==> src/rtl/multi_cycle_data_path.sv <==
// rtl/multi_cycle_data_path.sv - multi-cycle MIPS-subset datapath and controller
module multi_cycle_data_path #(
    parameter int                    ADDR_WIDTH = 32,
    parameter logic [ADDR_WIDTH-1:0] RESET_PC   = '0
) (
    input  logic                  clk,
    input  logic                  rst,
    output logic [ADDR_WIDTH-1:0] mem_addr,
    output logic [31:0]           mem_wdata,
    output logic                  mem_rd,
    output logic                  mem_wr,
    input  logic [31:0]           mem_rdata,
    input  logic                  mem_ready,
    output logic [2:0]            state,
    output logic                  halted,
    output logic [31:0]           retired
);

    typedef enum logic [2:0] {
        S_FETCH     = 3'd0,
        S_DECODE    = 3'd1,
        S_EXECUTE   = 3'd2,
        S_MEMORY    = 3'd3,
        S_WRITEBACK = 3'd4,
        S_HALT      = 3'd5
    } state_t;

    localparam logic [5:0] OP_RTYPE = 6'h00;
    localparam logic [5:0] OP_J     = 6'h02;
    localparam logic [5:0] OP_JAL   = 6'h03;
    localparam logic [5:0] OP_BEQ   = 6'h04;
    localparam logic [5:0] OP_ADDI  = 6'h08;
    localparam logic [5:0] OP_LW    = 6'h23;
    localparam logic [5:0] OP_SW    = 6'h2B;

    localparam logic [5:0] FN_JR  = 6'h08;
    localparam logic [5:0] FN_ADD = 6'h20;
    localparam logic [5:0] FN_SUB = 6'h22;
    localparam logic [5:0] FN_AND = 6'h24;
    localparam logic [5:0] FN_OR  = 6'h25;
    localparam logic [5:0] FN_SLT = 6'h2A;

    state_t cur_state;
    state_t nxt_state;

    // architectural and holding registers
    logic [ADDR_WIDTH-1:0] pc_reg;
    logic [31:0]           ir_reg;
    logic [31:0]           a_reg;
    logic [31:0]           b_reg;
    logic [31:0]           alu_out_reg;
    logic [31:0]           mdr_reg;
    logic [31:0]           regs [32];
    logic [31:0]           retired_cnt;

    // instruction fields, always taken from IR
    logic [5:0]  opcode;
    logic [5:0]  funct;
    logic [4:0]  rs;
    logic [4:0]  rt;
    logic [4:0]  rd;
    logic [25:0] target;
    logic [31:0] imm_sext;

    assign opcode   = ir_reg[31:26];
    assign rs       = ir_reg[25:21];
    assign rt       = ir_reg[20:16];
    assign rd       = ir_reg[15:11];
    assign funct    = ir_reg[5:0];
    assign target   = ir_reg[25:0];
    assign imm_sext = {{16{ir_reg[15]}}, ir_reg[15:0]};

    logic is_alu_r;
    logic is_jr;
    logic is_addi;
    logic is_beq;
    logic is_lw;
    logic is_sw;
    logic is_j;
    logic is_jal;
    logic is_illegal;

    // instruction class decode; anything outside the supported set halts the core
    always_comb begin
        is_alu_r   = (opcode == OP_RTYPE) &&
                     (funct inside {FN_ADD, FN_SUB, FN_AND, FN_OR, FN_SLT});
        is_jr      = (opcode == OP_RTYPE) && (funct == FN_JR);
        is_addi    = (opcode == OP_ADDI);
        is_beq     = (opcode == OP_BEQ);
        is_lw      = (opcode == OP_LW);
        is_sw      = (opcode == OP_SW);
        is_j       = (opcode == OP_J);
        is_jal     = (opcode == OP_JAL);
        is_illegal = !(is_alu_r || is_jr || is_addi || is_beq ||
                       is_lw || is_sw || is_j || is_jal);
    end

    // register file read ports; r0 is hardwired to zero
    logic [31:0] rs_val;
    logic [31:0] rt_val;

    assign rs_val = (rs == 5'd0) ? 32'd0 : regs[rs];
    assign rt_val = (rt == 5'd0) ? 32'd0 : regs[rt];

    logic [31:0] alu_b;
    logic [5:0]  alu_fn;
    logic [31:0] alu_result;

    // ALU: R-type follows funct, every immediate form (addi, lw/sw address) adds
    always_comb begin
        alu_b  = is_alu_r ? b_reg : imm_sext;
        alu_fn = is_alu_r ? funct : FN_ADD;
        case (alu_fn)
            FN_ADD:  alu_result = a_reg + alu_b;
            FN_SUB:  alu_result = a_reg - alu_b;
            FN_AND:  alu_result = a_reg & alu_b;
            FN_OR:   alu_result = a_reg | alu_b;
            FN_SLT:  alu_result = {31'd0, ($signed(a_reg) < $signed(alu_b))};
            default: alu_result = a_reg + alu_b;
        endcase
    end

    // PC targets are formed at 32 bits and truncated to the address width
    logic [31:0]           pc_ext;
    logic [31:0]           jump_target;
    logic [31:0]           branch_target;
    logic [ADDR_WIDTH-1:0] pc_plus4;

    assign pc_ext        = 32'(pc_reg);
    assign jump_target   = {pc_ext[31:28], target, 2'b00};
    assign branch_target = pc_ext + (imm_sext << 2);
    assign pc_plus4      = pc_reg + ADDR_WIDTH'(32'd4);

    // datapath control, produced by the output process
    logic                  ir_we;
    logic                  pc_we;
    logic [ADDR_WIDTH-1:0] pc_next;
    logic                  ab_we;
    logic                  alu_we;
    logic                  mdr_we;
    logic                  rf_we;
    logic [4:0]            rf_waddr;
    logic [31:0]           rf_wdata;
    logic                  retire;

    // state register
    always_ff @(posedge clk or negedge rst) begin
        if (!rst) begin
            cur_state <= S_FETCH;
        end else begin
            cur_state <= nxt_state;
        end
    end

    // next-state logic; mem_ready only matters in the two requesting states
    always_comb begin
        nxt_state = cur_state;
        case (cur_state)
            S_FETCH: begin
                if (mem_ready) begin
                    nxt_state = S_DECODE;
                end
            end
            S_DECODE: begin
                if (is_illegal) begin
                    nxt_state = S_HALT;
                end else if (is_j || is_jal || is_jr) begin
                    nxt_state = S_FETCH;
                end else begin
                    nxt_state = S_EXECUTE;
                end
            end
            S_EXECUTE: begin
                if (is_beq) begin
                    nxt_state = S_FETCH;
                end else if (is_lw || is_sw) begin
                    nxt_state = S_MEMORY;
                end else begin
                    nxt_state = S_WRITEBACK;
                end
            end
            S_MEMORY: begin
                if (mem_ready) begin
                    nxt_state = is_lw ? S_WRITEBACK : S_FETCH;
                end
            end
            S_WRITEBACK: nxt_state = S_FETCH;
            S_HALT:      nxt_state = S_HALT;
            default:     nxt_state = S_FETCH;
        endcase
    end

    // outputs and datapath enables; request outputs depend only on state and
    // registers that are frozen while the request waits, so they stay stable
    always_comb begin
        mem_rd    = 1'b0;
        mem_wr    = 1'b0;
        mem_addr  = pc_reg;
        mem_wdata = 32'd0;
        ir_we     = 1'b0;
        pc_we     = 1'b0;
        pc_next   = pc_reg;
        ab_we     = 1'b0;
        alu_we    = 1'b0;
        mdr_we    = 1'b0;
        rf_we     = 1'b0;
        rf_waddr  = 5'd0;
        rf_wdata  = 32'd0;
        retire    = 1'b0;
        case (cur_state)
            S_FETCH: begin
                mem_rd = 1'b1;
                if (mem_ready) begin
                    ir_we   = 1'b1;
                    pc_we   = 1'b1;
                    pc_next = pc_plus4;
                end
            end
            S_DECODE: begin
                ab_we = !is_illegal;
                if (is_j || is_jal) begin
                    pc_we   = 1'b1;
                    pc_next = jump_target[ADDR_WIDTH-1:0];
                    retire  = 1'b1;
                end
                if (is_jal) begin
                    rf_we    = 1'b1;
                    rf_waddr = 5'd31;
                    rf_wdata = pc_ext;
                end
                if (is_jr) begin
                    pc_we   = 1'b1;
                    pc_next = rs_val[ADDR_WIDTH-1:0];
                    retire  = 1'b1;
                end
            end
            S_EXECUTE: begin
                if (is_beq) begin
                    retire = 1'b1;
                    if (a_reg == b_reg) begin
                        pc_we   = 1'b1;
                        pc_next = branch_target[ADDR_WIDTH-1:0];
                    end
                end else begin
                    alu_we = 1'b1;
                end
            end
            S_MEMORY: begin
                mem_addr = alu_out_reg[ADDR_WIDTH-1:0];
                if (is_lw) begin
                    mem_rd = 1'b1;
                    mdr_we = mem_ready;
                end else begin
                    mem_wr    = 1'b1;
                    mem_wdata = b_reg;
                    retire    = mem_ready;
                end
            end
            S_WRITEBACK: begin
                rf_we    = 1'b1;
                rf_waddr = is_alu_r ? rd : rt;
                rf_wdata = is_lw ? mdr_reg : alu_out_reg;
                retire   = 1'b1;
            end
            default: begin
            end
        endcase
    end

    // PC, IR and the holding registers
    always_ff @(posedge clk or negedge rst) begin
        if (!rst) begin
            pc_reg      <= RESET_PC;
            ir_reg      <= 32'd0;
            a_reg       <= 32'd0;
            b_reg       <= 32'd0;
            alu_out_reg <= 32'd0;
            mdr_reg     <= 32'd0;
        end else begin
            if (ir_we) begin
                ir_reg <= mem_rdata;
            end
            if (pc_we) begin
                pc_reg <= pc_next;
            end
            if (ab_we) begin
                a_reg <= rs_val;
                b_reg <= rt_val;
            end
            if (alu_we) begin
                alu_out_reg <= alu_result;
            end
            if (mdr_we) begin
                mdr_reg <= mem_rdata;
            end
        end
    end

    // register file write port; writes to r0 are dropped
    always_ff @(posedge clk or negedge rst) begin
        if (!rst) begin
            for (int i = 0; i < 32; i++) begin
                regs[i] <= 32'd0;
            end
        end else if (rf_we && (rf_waddr != 5'd0)) begin
            regs[rf_waddr] <= rf_wdata;
        end
    end

    // retired-instruction counter, wraps naturally at 32 bits
    always_ff @(posedge clk or negedge rst) begin
        if (!rst) begin
            retired_cnt <= 32'd0;
        end else if (retire) begin
            retired_cnt <= retired_cnt + 32'd1;
        end
    end

    assign state   = cur_state;
    assign halted  = (cur_state == S_HALT);
    assign retired = retired_cnt;

endmodule

==> config.mk <==
export PLATFORM = sky130hd
export DESIGN_NAME = multi_cycle_data_path
export DESIGN_NICKNAME = d
export VERILOG_FILES = /design/src/rtl/multi_cycle_data_path.sv
export SDC_FILE = /design/constraint.sdc
export NUM_CORES = 2
export LEC_CHECK = 0
export ABC_CLOCK_PERIOD_IN_PS = 5200
export CAP_MARGIN = 20
export CORE_ASPECT_RATIO = 1.2
export CORE_MARGIN = 2
export CORE_UTILIZATION = 32
export CTS_BUF_LIST = sky130_fd_sc_hd__clkbuf_16
export CTS_CLUSTER_DIAMETER = 200
export CTS_CLUSTER_SIZE = 40
export DETAILED_ROUTE_END_ITERATION = 8
export PLACE_DENSITY = 0.59
export SYNTH_ARGS = -nofsm -noshare
export SYNTH_HDL_FRONTEND = slang
export SYNTH_SLANG_ARGS = --single-unit
==> constraint.sdc <==
create_clock -name clk -period 5.2 [get_ports clk]
set_clock_uncertainty 0.1 [all_clocks]
set_input_delay 0.78 -clock clk [delete_from_list [all_inputs] [get_ports clk]]
set_output_delay 0.78 -clock clk [all_outputs]
set_load 0.01 [all_outputs]
Word-level counts from Yosys, hierarchy flattened

Index checks and enable logic that the tools add are counted.

Reductions and logical operators: 24
Equality and inequality tests: 28
Order comparisons: 5
Add/subtract/negate cells: 5
Bitwise operators: 5
Mux-type cells: 58

Operator list:

| kind                                                      | count |
|---|---|
| bitwise mux 1024 bit                                      | 1 |
| 2-to-1 mux 32 bit                                         | 17 |
| binary-select mux 32 bit (select 5 bit)                   | 2 |
| demux 32 bit (select 5 bit)                               | 1 |
| case mux 32 bit (4 select lines)                          | 1 |
| case mux 32 bit (3 select lines)                          | 1 |
| equality test 6 bit (second input constant)               | 11 |
| adder 32 bit                                              | 2 |
| case mux 32 bit (2 select lines)                          | 1 |
| adder 32 x 1 -> 32 bit (second input constant)            | 1 |
| adder 32 x 3 -> 32 bit (second input constant)            | 1 |
| AND 32 bit                                                | 1 |
| equality test 32 bit                                      | 1 |
| less-than comparator 32 bit                               | 1 |
| bitwise OR 32 bit                                         | 1 |
| subtractor 32 bit                                         | 1 |
| 2-to-1 mux 28 bit                                         | 1 |
| greater-or-equal comparator 6 bit (second input constant) | 3 |
| 2-to-1 mux 3 bit                                          | 6 |
| NOT 5 -> 6 bit                                            | 3 |
| 2-to-1 mux 1 bit                                          | 17 |
| case mux 3 bit (5 select lines)                           | 1 |
| equality test 6 x 2 -> 1 bit (second input constant)      | 2 |
| equality test 6 x 4 -> 1 bit (second input constant)      | 2 |
| other kinds (23)                                          | 46 |

Input port bits: 35
Register bits: 1251
Logic and storage cells: 166

Logic depth before layout (Yosys ltp)

Depth after elaboration: 12
Mapped depth: 22
Gate-level depth less buffers: 16

Worst setup path before layout

OpenSTA, ideal clock, no wires.

Path type: flip-flop to flip-flop
From: register ir_reg[30]
To: register alu_out_reg[30]
Required time: 5.018 ns
Slack: 0.026 ns
Arrival time: 4.993 ns
Buffers on the path: 3
Cell stages (with the launch flop): 20
Clock period less this slack: 5.174 ns
Path through: dfrtp_1 -> nor4_4 -> nand3_1 -> or3_1 -> buf_2 -> clkbuf_1 -> clkbuf_1 -> nand2_1 -> nand2_1 -> ha_1 -> fa_1 -> a21o_1 -> a221oi_2 -> o21ai_0 -> a221o_1 -> a41oi_1 -> o31ai_1 -> a2111oi_0 -> nand4_1 -> a31oi_1

Cells in the longest elaborated chain, start to end: 5

RTL lines:

| what                                                         | line     | RTL |
|---|---|---|
| start, declared                                              | 48       | `logic [31:0] ir_reg;` |
| start signal, assigned                                       | 281      | `ir_reg <= mem_rdata;` |
| zero test 6 bit                                              | 85       | `is_alu_r = (opcode == OP_RTYPE) &&` |
| logical AND 1 bit                                            | 85       |  |
| 2-to-1 mux 32 bit / 2-to-1 mux 6 bit (equally long branches) | 111, 112 |  |
| adder 32 bit (tied with other cells)                         | 114, 119 |  |
| case mux 32 bit (4 select lines)                             | 113      | `case (alu_fn)` |
| end signal, assigned                                         | 291      | `alu_out_reg <= alu_result;` |
| end, declared                                                | 51       | `logic [31:0] alu_out_reg;` |

Several ways; a longest one is shown, not always the timed one.
A chain may end at the register's enable or synchronous reset.

Worst setup path in the final report

From: register ir_reg[31]
To: register alu_out_reg[23]

The elaborated chain is that of the path after synthesis.

==> implementation parameters <==
Parameter                              Value

Timing
  Timing-limited maximum frequency ... 197 MHz
  Relative slew slack ... 0.220
  Final critical-path share of the clock period ... 0.974
  Least setup slack across all paths after layout ... ~0.14 ns
  Max-slew violation total from the final report ... 0
  Shortest clock period the worst path allows after layout ... about 5.1 ns
  Slew of the pin with the lowest slew margin ... 1.17 ns
  Number of endpoints with negative hold slack in the final report ... 0
  Endpoints failing setup ... 0
  Unrepaired setup endpoints after global routing ... no

Synth
  Top area cells in the synthesized netlist ... dfrtp_1, mux4_2, a21oi_1, nor2_1, o21ai_0
  Number of enable flip-flop cells after synthesis ... 0
  Cell count after synthesis ... 6437
  Post-synthesis cell area ... 69700 um2
  Area leader, netlist ... dfrtp_1
  Flip-flop and latch count after synthesis ... about 1300
  Sequential share of the synthesized area ... 0.449
  Synth Warn # ... 0
  Yosys cell types ... 80
  Post-Synthesis Mean Instance Area ... 10.8 um2
  Asr flop ratio synth ... 1.00
  Synth top area share ... 0.449
  Post-synth top flop ... dfrtp_1
  Post-Synthesis Net Count ... roughly 6600

Critical path
  End of the worst register-to-register path ... alu_out_reg[23]
  Arrival @ worst endpoint ... between 5 and 6 ns
  Startpoint-to-endpoint class of the critical path ... reg2reg
  Max Fanout on Critical Path ... 15
  CP Capture Type ... flip-flop
  Data required time of the critical path ... 5.75 ns
  Reg-to-reg slack, setup ... 0.14 ns
  Path depth of the worst reg2reg path ... 19
  Critical register-to-register path startpoint ... ir_reg[31]
  Critical path launch point type ... flip-flop

GRT
  Overflow left after global routing ... 0
  Number of antenna violations at the first check in global routing ... 13
  Vias in the first global route ... 52200
  First-pass GRT wire length ... 364000 um
  Total routing resource utilization after global routing ... 0.220
  Maximum number of pins on one net before global-route repair ... 155

Min path
  Cells on Worst Hold Path ... 0
  Path type of the worst min-delay path ... reg2reg
  Endpoint with the worst hold slack ... regs[1020]
  Source of the worst hold timing path ... regs[1020]

Finish
  Largest reg by FF count ... regs
  Number of flip-flops in the largest register ... 1024
  Non-Filler Cell Area, Final ... 76200 um2
  Commonest cells after routing, fill and taps aside ... dfrtp_1, nor2_1, a21oi_1, mux4_2, nand2_1
  Most common library cell in the layout ignoring fill and taps ... dfrtp_1
  Proportion of layout cells with a drive suffix above 1 ... 0.184
  NumNets Final ... 6419
  Layout area overhead ... 9.32%
  Layout filler cell count ... ~21000

Routing
  DRT Pass-1 Iters ... 7
  Post-route DRC violation count ... 0
  Routed wire per std cell ... 27.2 um
  First-iteration detailed-routing DRC count ... about 5600
  Number of nets with antenna violations after detailed routing ... 0
  Routed via count divided by cell count ... 5.80
  Vias after detailed routing ... 52700
  Final wirelength ... approximately 250000 um

Power and ir drop
  Reported leakage power ... about 32 nW
  Peak supply drop ... ~0.00032 V
  Power per cell area ... 517 nW/um2

Clock tree
  Max Root-Sink Buffers ... 3
  Clock Sink Count ... roughly 1300
  Insertion delay to the later sink of the worst-skew pair ... 0.74 ns
  Number of CTS-inserted buffers ... 37
  Clock input transition at the sequential cells of the worst setup and hold paths ... 0.17 ns
  Clock tree from TritonCTS ... done
  Deepest level of the CTS H-tree ... 2
  Library cell used as clock root buffer ... clkbuf_16

Placement
  Worst slack after detailed placement ... 0.0464 ns
  DP Area ... 75100 um2
  Final GP Congestion ... 0.993
  Placed wire-length estimate ... 164000 um
  Count of buffers inserted at the top-level ports ... ~140

Floorplan
  Core footprint ... around 220000 um2
  Die outline width ... 430 um
  Effective utilization at floorplan ... 0.322
  Std cell rows ... 187
  Count of boundary I/O pins ... approximately 140
  Vertical die dimension ... a little over 500 um
  Die Area ... 222000 um2

Run status
  Outcome ... complete, no violations

Run
  # Max-Cap Violations ... 0
repair_timing:
action                     4_1_cts  5_1_grt
gates resized for setup          1        9
setup buffers                    0        2
setup endpoints to repair        1        9
hold buffers                     1        0
hold endpoints to repair        32        0
pin swaps                        0        1
synthesized netlist by cell type, types with 49 or more instances:
cell type	n
a21oi_1	776
buf_1	49
buf_2	146
clkbuf_1	406
dfrtp_1	1251
ha_1	127
inv_1	119
mux2_2	121
mux2i_1	89
mux4_2	634
nand2_1	647
nand3_1	51
nor2_1	782
o21ai_0	532
metrics by stage:
stage / hold WS, ns / std cells / TNS, ns / utilization / power [mW]
detailed placement: 0.284 / 9047 / 0 / 0.347 / 34.9
global placement: 0.276 / 9046 / -0.00474 / 0.347 / 34.4
CTS: 0.317 / 9094 / 0 / 0.352 / 39.3
global route: 0.327 / 9097 / 0 / 0.352 / 41.4
floorplan: 0.341 / 6437 / 0 / - / 27.7
finish: 0.313 / 9097 / 0 / 0.352 / 39.4
cells by family after synthesis:
logic type	count (synthesis)	share of synthesized area
simple gates	1777	0.109
compound gates	1621	0.128
flops	1251	0.449
mux	844	0.237
buf+inv	723	0.0416
fa+ha+maj	130	0.0237
xor+xnor	91	0.0114
worst max-delay path, stage by stage, from the launching register on:
cell and delay, ns:
dfrtp_1 0.49, nor4_4 0.31, nand3_1 0.14, buf_4 0.17, nor3_4 0.33, buf_6 0.24, nand2_1 0.07, nand2_1 0.10
inv_1 0.06, ha_1 0.39, a21oi_1 0.22, o21ai_1 0.19, or2_2 0.30, o21ai_0 0.75, o21ai_0 0.23, buf_4 0.21
a2bb2oi_1 0.17, o221ai_1 0.14, o31a_1 0.14, o31ai_1 0.18
report_power, final:
| group | internal, mW | switching (mW) | leakage (nW) |
|---|---|---|---|
| clock network | 1.33 | 3.14 | 0.512 |
| logic | 9.08 | 10.6 | 14.8 |
| registers | 12.2 | 3.02 | 16.8 |
| total | 22.6 | 16.8 | 32.0 |
how the worst max path moves through the flow:
| stage | start | to | depth (start not counted) |
|---|---|---|---|
| floorplan | ir_reg[30] | alu_out_reg[30] | 19 |
| global placement | ir_reg[31] | alu_out_reg[30] | 17 |
| detailed placement | ir_reg[31] | alu_out_reg[30] | 17 |
| CTS | ir_reg[31] | alu_out_reg[30] | 16 |
| global route | ir_reg[2] | alu_out_reg[20] | 17 |
| finish | ir_reg[31] | alu_out_reg[23] | 19 |
final cells by class:
cell class | count | area [um2] | share of cell area
multi-input cells | 4463 | 35900 | 0.471
flip-flops and latches | 1251 | 31300 | 0.411
repair buffers | 380 | 3960 | 0.0520
well taps | 2835 | 3550 | 0.0466
clock buffers | 37 | 926 | 0.0122
inverters | 121 | 454 | 0.00596
clock inverters | 9 | 90.1 | 0.00118
diodes | 1 | 2.50 | 0.0000328
layer usage:
layer / vias up / track usage / share of wire
met5: - / 0 / 0.00021
met4: 6 / 0.0897 / 0.047
met3: 467 / 0.0309 / 0.070
met2: 2302 / 0.367 / 0.48
met1: 27200 / 0.288 / 0.40
li1: 22800 / - / -
Note: power is estimated with default switching activity, not from simulation.
